--- config.mk ---
export PLATFORM = sky130hd
export DESIGN_NAME = seq_generator
export DESIGN_NICKNAME = d
export VERILOG_FILES = /design/src/rtl/seq_generator.sv
export SDC_FILE = /design/constraint.sdc
export NUM_CORES = 1
export LEC_CHECK = 0
export ABC_AREA = 0
export CORE_MARGIN = 4
export CORE_UTILIZATION = 45
export CTS_CLUSTER_SIZE = 14
export DETAILED_ROUTE_END_ITERATION = 16
export PLACE_DENSITY = 0.77
export SETUP_SLACK_MARGIN = 0.2
export SLEW_MARGIN = 20
export SYNTH_ARGS = -nofsm -noshare
export SYNTH_HDL_FRONTEND = slang
export SYNTH_SLANG_ARGS = --single-unit
--- constraint.sdc ---
create_clock -name clk_i -period 3.65 [get_ports clk_i]
set_input_delay 0.73 -clock clk_i [delete_from_list [all_inputs] [get_ports clk_i]]
set_output_delay 0.73 -clock clk_i [all_outputs]
set_load 0.05 [all_outputs]
--- src/rtl/seq_generator.sv ---
// Serial pattern transmitter: shifts a latched word out MSB first, rep_i+1 frames back to back,
// then idles for GAP_CYCLES. Define SEQ_GENERATOR_PARITY_EN to append an even-parity bit to each frame.
module seq_generator #(
  parameter int WIDTH      = 4,
  parameter int GAP_CYCLES = 2
) (
  input  logic             clk_i,
  input  logic             rstn_i,
  input  logic [WIDTH-1:0] data_i,
  input  logic [3:0]       rep_i,
  input  logic             valid_i,
  output logic             ready_o,
  input  logic             abort_i,
  output logic             bit_o,
  output logic             bit_vld_o,
  output logic             busy_o,
  output logic             done_o
);

  typedef enum logic [1:0] {IDLE, SHIFT, GAP} state_e;

`ifdef SEQ_GENERATOR_PARITY_EN
  localparam int FLEN = WIDTH + 1;
`else
  localparam int FLEN = WIDTH;
`endif

  localparam logic [4:0] LAST_BIT = 5'(FLEN - 1);
  localparam logic [7:0] GAP_LAST = 8'(GAP_CYCLES - 1);
  localparam bit         HAS_GAP  = (GAP_CYCLES != 0);

  state_e           state_q, state_d;
  logic [WIDTH-1:0] word_q, word_d;
  logic [WIDTH-1:0] shreg_q, shreg_d;
  logic [4:0]       bit_cnt_q, bit_cnt_d;
  logic [3:0]       rep_cnt_q, rep_cnt_d;
  logic [7:0]       gap_cnt_q, gap_cnt_d;
  logic             bit_d, vld_d, done_d;

  // shreg holds the bits still to be sent after the one currently on bit_o.
  always_comb begin
    // NOTE: every combinational output gets a default first so no path can infer a latch.
    state_d   = state_q;
    word_d    = word_q;
    shreg_d   = shreg_q;
    bit_cnt_d = bit_cnt_q;
    rep_cnt_d = rep_cnt_q;
    gap_cnt_d = gap_cnt_q;
    bit_d     = 1'b0;
    vld_d     = 1'b0;
    done_d    = 1'b0;

    unique case (state_q)
      IDLE: begin
        if (valid_i) begin
          state_d   = SHIFT;
          word_d    = data_i;
          rep_cnt_d = rep_i;
          shreg_d   = data_i << 1;
          bit_cnt_d = '0;
          bit_d     = data_i[WIDTH-1];
          vld_d     = 1'b1;
        end
      end

      SHIFT: begin
        if (abort_i) begin
          state_d = IDLE;
        end else if (bit_cnt_q == LAST_BIT) begin
          if (rep_cnt_q != 4'd0) begin
            rep_cnt_d = rep_cnt_q - 4'd1;
            shreg_d   = word_q << 1;
            bit_cnt_d = '0;
            bit_d     = word_q[WIDTH-1];
            vld_d     = 1'b1;
          end else if (HAS_GAP) begin
            state_d   = GAP;
            gap_cnt_d = '0;
          end else begin
            state_d = IDLE;
            done_d  = 1'b1;
          end
        end else begin
          bit_cnt_d = bit_cnt_q + 5'd1;
          shreg_d   = shreg_q << 1;
          vld_d     = 1'b1;
          bit_d     = shreg_q[WIDTH-1];
`ifdef SEQ_GENERATOR_PARITY_EN
          if (bit_cnt_q == 5'(WIDTH - 1)) bit_d = ^word_q;
`endif
        end
      end

      GAP: begin
        if (abort_i) begin
          state_d = IDLE;
        end else if (gap_cnt_q == GAP_LAST) begin
          state_d = IDLE;
          done_d  = 1'b1;
        end else begin
          gap_cnt_d = gap_cnt_q + 8'd1;
        end
      end

      default: state_d = IDLE;
    endcase
  end

  // NOTE: sequential state uses non-blocking assignments so all registers update from pre-edge values.
  always_ff @(posedge clk_i or negedge rstn_i) begin
    if (!rstn_i) begin
      state_q   <= IDLE;
      word_q    <= '0;
      shreg_q   <= '0;
      bit_cnt_q <= '0;
      rep_cnt_q <= '0;
      gap_cnt_q <= '0;
      bit_o     <= 1'b0;
      bit_vld_o <= 1'b0;
      done_o    <= 1'b0;
    end else begin
      state_q   <= state_d;
      word_q    <= word_d;
      shreg_q   <= shreg_d;
      bit_cnt_q <= bit_cnt_d;
      rep_cnt_q <= rep_cnt_d;
      gap_cnt_q <= gap_cnt_d;
      bit_o     <= bit_d;
      bit_vld_o <= vld_d;
      done_o    <= done_d;
    end
  end

  assign ready_o = (state_q == IDLE);
  assign busy_o  = (state_q != IDLE);

endmodule

==> results of run 1 <==
==> cell families (layout without fill, tap and decap cells) <==
| logic type | count (synthesis) | count (layout) | share of synthesized area [%] |
|---|---|---|---|
| compound gates | 36 | 36 | 14.88 |
| buf+inv | 20 | 38 | 5.438 |
| simple gates | 57 | 57 | 21.38 |
| fa+ha+maj | 4 | 4 | 3.021 |
| mux | 18 | 18 | 11.48 |
| flops | 29 | 29 | 43.81 |
==> Yosys cell counts, drive strengths merged, types with 2 or more instances <==
| library cell | number |
|---|---|
| nand4 | 3 |
| nor3 | 6 |
| a22o | 2 |
| a31oi | 6 |
| o21ai | 6 |
| inv | 13 |
| and4 | 2 |
| clkbuf | 3 |
| mux2i | 10 |
| nor2b | 2 |
| nand2 | 18 |
| ha | 4 |
| nor4b | 3 |
| nand3 | 4 |
| buf | 4 |
| or3 | 3 |
| or3b | 2 |
| nor2 | 7 |
| a2bb2oi | 2 |
| mux2 | 8 |
| and3 | 2 |
| a21oi | 12 |
| dfrtp | 29 |
==> cell usage in the layout, fill, tap and decap left out, drive strengths merged, types with 3 or more instances in the layout <==
cell type,count
a21oi,12
a31oi,6
clkbuf,7
clkdlybuf4s50,16
dfrtp,29
ha,4
inv,13
mux2,8
mux2i,10
nand2,18
nand3,4
nand4,3
nor2,7
nor3,6
nor4b,3
o21ai,6
or3,3
==> how the worst min path moves through the flow <==
| stage | start | to | cells past startpoint |
|---|---|---|---|
| finish | shreg_q[3] | shreg_q[3] | 1 |
| global route | shreg_q[3] | shreg_q[3] | 1 |
| CTS | shreg_q[3] | shreg_q[3] | 1 |
| detailed placement | shreg_q[3] | shreg_q[3] | 1 |
| global placement | shreg_q[3] | shreg_q[3] | 1 |
| floorplan | rstn_i | bit_cnt_q[0] | 0 |
==> stage by stage <==
stage          power, mW  instance area [sq um]
5_1_grt            1.084                   1934
3_5_place_dp      0.7564                   1848
3_3_place_gp      0.7407                   1848
6_report           1.015                   1934
4_1_cts            1.026                   1934
2_1_floorplan     0.6719                   1657
==> layer usage <==
layer	share of wire (%)	up-vias	global-route usage (%)
li1	-	626	-
met2	47	34	26.46
met1	45	631	19.59
met4	2.5	0	8.437
met5	0	-	0
met3	5.4	8	5.348
==> report_power, final <==
part | switching (mW) | total, mW | internal [mW]
sequential | 0.0721 | 0.464 | 0.391
clock | 0.115 | 0.264 | 0.149
combinational | 0.150 | 0.287 | 0.137
total | 0.338 | 1.02 | 0.677
==> cell type report <==
cell class / instances / area (sq um)
Fill cell: 298 / 1508
Sequential cell: 29 / 725.7
Inverter: 13 / 48.80
Tap cell: 46 / 57.56
Timing Repair Buffer: 18 / 175.2
Multi-Input combinational cell: 115 / 840.8
Clock buffer: 7 / 86.33
==> state kept, by name, summed over array words and instances (netlist names) <==
name	flops
rep_cnt_q	4
word_q	4
gap_cnt_q	8
bit_vld_o	1
done_o	1
state_q	2
shreg_q	3
bit_o	1
bit_cnt_q	5
==> impl_metrics.yaml, run 1 <==
sta:
  fin_worst_skew_ps: 5.131
  relative_slew_margins_pct: 46.57
  holdWs_ps: 477.7
  totalNegativeSetupSlack_ps: 0
  finalMaxSlewViolations: 0
  post-route-period-util_pct: 68.42
  setup_viol: 0
  grt_setup_unrepaired: "no"
  final-hold-violation-count: 0
  min_period_ps: 2497
  layout_setup_ws_ps: 1153
  fmax_mhz: 400.4
  worstMarginPinSlew_ps: 798.0
setup_path:
  timing.reg2reg.worst_path_depth: 6
  worst_path_dominant_cell_family: "buffers and inverters"
  reg2reg_to: "shreg_q[1]"
  worstPathCellList: "nor2_1 > clkdlybuf4s50_1"
  worst_r2r_start: "bit_cnt_q[1]"
  r2r_slack_ps: 1240
  critPathCapture: "ready_o"
  crit_path_end_kind: "output port"
  worst_path_largest_cell_delay_ps: 820
  worst-setup-path-type: "reg2out"
  worst_path_max_delay_cell: "sky130_fd_sc_hd__clkdlybuf4s50_1"
  worst_ep_arrival_time_ps: 1770
  cp.buffers_inverters: 1
  critical_path.startpoint_type: "flip-flop"
  critPathMaxFanout: 10
  worstSetupStartpoint: "state_q[1]"
  instance_count_on_the_critical_path: 2
  critPathRequiredTime_ps: 2920
clock_tree:
  cts_root_buffer: "sky130_fd_sc_hd__clkbuf_8"
  numCtsBuffers: 5
  clock_tree.htree_level_count: 2
  number_of_clock_sinks: 29
  post_cts_buffers: 0
  cts_hold_buffers: 0
  tritoncts: "built"
  clock_insertion_delay_worst_skew_ps: 280
  cts_repair_resize_count: 0
  ctsLongestPathBuffers: 2
  clkSlewWorstSetupHoldPaths_ps: 60
drt:
  routed_len_inst_um: 14.34
  drt_pass1_iterations: 4
  vias: 1299
  drtAntennaViolNets: 0
  drtIter0Drc: 81
  detail_route.wirelength_um: 3269
  avgViaCountPerCell: 5.697
  drc: 0
logic_synthesis:
  netlist.top_cell.by_area: "sky130_fd_sc_hd__dfrtp_1"
  synth_top_cells_by_area: "sky130_fd_sc_hd__dfrtp_1 44%, sky130_fd_sc_hd__mux2i_1 6.0%, sky130_fd_sc_hd__nand2_1 4.1%, sky130_fd_sc_hd__a21oi_1 3.3%, sky130_fd_sc_hd__ha_1 3.0%"
  synth_edf_count: 0
  synthCells: 164
  share_of_the_synthesized_area_in_the_top_cell_type_pct: 43.81
  post_synth_instance_area_sq_mm: 0.001657
  syn_area_per_cell_sq_um: 10.10
  ys.warnings.count: 0
  distinct_cell_type_count_of_the_synthesized_netlist: 42
  synth_async_sr_flop_share_pct: 100.0
  post_synthesis_register_bit_count: 29
  synth.net_count: 180
  yosysSeqAreaShare_pct: 43.81
  postSynth.topFlopCell: "sky130_fd_sc_hd__dfrtp_1"
power:
  worst_ir_drop_vdd_mv: 0.2561
  cell_area_power_density_mw_per_mm2: 524.8
  p_leak_nw: 0.8578
place:
  globalplace.congestion: 0.8263
  io_buffer_count: 16
  dp.final_hpwl_um: 2342
  place_worst_setup_slack_ps: 1000
  placed_cells_incl_taps: 221
finish:
  post_route_cells_drive_above_1_share_pct: 12.64
  postLayoutCoreUtil_pct: 56.20
  layout.nets: 198
  stdcell_count: 228
  area_growth_pct: 16.77
  antennaDiodeCount: 0
floorplanning:
  dieHeight_um: 68.68
  placementRows: 21
  die-area_sq_mm: 0.004716
  floorplan.die.width_um: 68.68
  ioPinCount: 17
  initial_utilization_pct: 48.13
  core_region_area_sq_mm: 0.003442
worst_hold_path:
  holdCritPathClass: "reg2reg"
global_route:
  grt_max_degree: 30
  first_global_vias: 1325
  grt_overflow_total: 0
  grt_pass1_wl_um: 5671
  total_routing_usage_gr_pct: 16.47
  number_of_antenna_violations_at_the_first_check_in_global_routing: 0
status:
  status: "complete, no violations"
job:
  drv_cap: 0
Note: power is estimated with default switching activity, not from simulation.
==> inputs of run 2 (changes only) <==
--- a/config.mk
+++ b/config.mk
@@ -10,7 +10,7 @@
 export CORE_UTILIZATION = 45
 export CTS_CLUSTER_SIZE = 14
 export DETAILED_ROUTE_END_ITERATION = 16
-export PLACE_DENSITY = 0.77
+export PLACE_DENSITY = 0.79
 export SETUP_SLACK_MARGIN = 0.2
 export SLEW_MARGIN = 20
 export SYNTH_ARGS = -nofsm -noshare
==> constraint.sdc (replaced) <==
create_clock -name clk_i -period 2.2 [get_ports clk_i]
set_input_delay 0.44 -clock clk_i [delete_from_list [all_inputs] [get_ports clk_i]]
set_output_delay 0.44 -clock clk_i [all_outputs]
set_load 0.05 [all_outputs]
==> run 2 against run 1 <==
Via count up 2.2%. Register-to-register slack got worse by 960 ps. Power rose by 73%. Highest routed layer unchanged.
==> impl_metrics.yaml, run 2 (synthesis gave the netlist of run 1 again) <==
status:
  status: "complete, no violations"
clock_tree:
  clkSlewWorstSetupHoldPaths_ps: 70
  ctsLongestPathBuffers: 2
  tritoncts: "built"
  clock_insertion_delay_worst_skew_ps: 290
  numCtsBuffers: 5
  clock_tree.htree_level_count: 2
  cts_root_buffer: "sky130_fd_sc_hd__clkbuf_8"
  number_of_clock_sinks: 29
  cts_hold_buffers: 0
place:
  detailed_place.area_sq_mm: 0.001891
  dp.final_hpwl_um: 2603
  io_buffer_count: 16
  globalplace.congestion: 0.8483
sta:
  totalNegativeSetupSlack_ps: 0
  fin_worst_skew_ps: 11.47
  min_period_ps: 1915
  post-route-period-util_pct: 87.05
  final-hold-violation-count: 0
  grt_setup_unrepaired: "no"
  fmax_mhz: 522.1
  finalMaxSlewViolations: 0
  worstMarginPinSlew_ps: 497.1
  relative_slew_margins_pct: 66.75
  setup_viol: 0
floorplanning:
  core_region_area_sq_mm: 0.003442
  placementRows: 21
  ioPinCount: 17
  initial_utilization_pct: 48.13
  die-area_sq_mm: 0.004716
  floorplan.die.width_um: 68.68
  dieHeight_um: 68.68
global_route:
  number_of_antenna_violations_at_the_first_check_in_global_routing: 0
  grt-busiest-layer: "met2"
  global_route.usage.met2_pct: 29.32
  first_global_vias: 1337
  total_routing_usage_gr_pct: 17.20
  grt_pass1_wl_um: 5927
  grt_max_degree: 30
  grt_overflow_total: 0
  groute.layer.met3.usage_pct: 5.835
  groute.layer.met1.usage_pct: 20.31
setup_path:
  worst_r2r_start: "bit_cnt_q[1]"
  reg2reg_to: "gap_cnt_q[3]"
  timing.reg2reg.worst_path_depth: 6
  crit_path_end_kind: "flip-flop"
  worst_path_largest_cell_delay_ps: 390
  critPathRequiredTime_ps: 2360
  critPathMaxFanout: 5
  r2r_slack_ps: 280
  critical_path.startpoint_type: "flip-flop"
  worst_path_max_delay_cell: "sky130_fd_sc_hd__dfrtp_1"
  worst_ep_arrival_time_ps: 2070
  worst-setup-path-type: "reg2reg"
  worstPathCellList: "ha_2 > nor4b_4 > buf_4 > nand3b_4 > and3_1 > a311o_1"
finish:
  post_route_cells_drive_above_1_share_pct: 20.42
  largest_register_ffs: 8
  mostFrequentLayoutCells: "29 x sky130_fd_sc_hd__dfrtp_1, 18 x sky130_fd_sc_hd__nand2_1, 14 x sky130_fd_sc_hd__clkdlybuf4s50_1"
  fin_area_sq_mm: 0.002017
  regMostFlops: "gap_cnt_q"
  area_growth_pct: 21.75
  layout.nets: 206
  antennaDiodeCount: 0
  reg.largest.list: "gap_cnt_q (8), bit_cnt_q (5)"
  most_common_library_cell_in_the_layout_ignoring_fill_and_taps: "sky130_fd_sc_hd__dfrtp_1"
power:
  cell_area_power_density_mw_per_mm2: 872.9
  worst_ir_drop_vdd_mv: 0.4368
  p_leak_nw: 0.9075
drt:
  detail_route.wirelength_um: 3604
  avgViaCountPerCell: 5.603
  drt_pass1_iterations: 4
  drtAntennaViolNets: 0
  vias: 1328
  drc: 0
  drtIter0Drc: 65
  routed_len_inst_um: 15.21
job:
  drv_cap: 0
worst_hold_path:
  cell_depth_of_the_worst_min_delay_path: 1
  holdCritStartpoint: "shreg_q[1]"
  holdCritPathClass: "reg2reg"
  min_to: "shreg_q[1]"
==> run 2: metrics by stage <==
step / utilization [%] / hold WS (ps) / worst slack (ps) / std cells / total power [mW]
final: 58.60 / 491.1 / 284.8 / 237 / 1.761
after global routing: 58.60 / 517.7 / 202.4 / 237 / 1.869
after CTS: 58.09 / 493.9 / 258.2 / 236 / 1.762
after detailed placement: 54.93 / 476.8 / 82.52 / 227 / 1.269
after global placement: 54.93 / 467.8 / 105.3 / 227 / 1.234
after floorplan: - / 144.4 / 440.8 / 164 / 1.116
==> run 2: repair_timing <==
item                                    4_1_cts  5_1_grt
endpoints found under the setup margin        2        6
resized for setup                             0        4
buffers inserted                              1        1
==> run 2: layout make-up <==
cell class	count	area [sq um]
Clock buffer	7	96.34
Timing Repair Buffer	26	234.0
Fill cell	294	1425
Inverter	13	48.80
Multi-Input combinational cell	115	849.6
Tap cell	46	57.56
Clock inverter	1	5.005
Sequential cell	29	725.7
==> run 2: worst max-delay path by stage <==
stage / startpoint / end / slack (ps)
after floorplan: state_q[0] / busy_o / 440
after global placement: abort_i / gap_cnt_q[3] / 110
after detailed placement: abort_i / gap_cnt_q[3] / 80
after CTS: bit_cnt_q[1] / shreg_q[3] / 260
after global routing: bit_cnt_q[1] / gap_cnt_q[3] / 200
final: bit_cnt_q[1] / gap_cnt_q[3] / 280
==> run 2: routing by layer <==
metal / wire length, um / share of wire [%] / vias to the layer above
li1: - / - / 646
met1: 1530 / 42 / 648
met2: 1850 / 51 / 29
met3: 176 / 4.9 / 5
met4: 46 / 1.3 / 0
met5: 0 / 0 / -
==> run 2: critical path: cells and delay by family, from the launching register on <==
kind	cells	cell delay [ps]
AND/OR/NAND/NOR	3	640
flip-flops	1	390
AO/OA/AOI/OAI	1	320
adder cells (fa/ha/maj)	1	230
buffers and inverters	1	200
==> run 2: power breakdown <==
part	leakage [nW]	internal, mW	switching, mW
clock network	0.0542	0.282	0.197
logic	0.486	0.245	0.267
registers	0.368	0.649	0.120
total	0.907	1.18	0.584
==> inputs of run 3 (changes only) <==
--- a/config.mk
+++ b/config.mk
@@ -6,6 +6,7 @@
 export NUM_CORES = 1
 export LEC_CHECK = 0
 export ABC_AREA = 0
+export CAP_MARGIN = 20
 export CORE_MARGIN = 4
 export CORE_UTILIZATION = 45
 export CTS_CLUSTER_SIZE = 14
==> results of run 3 <==
Final layout, timing and power as in run 2 (identical DEF).
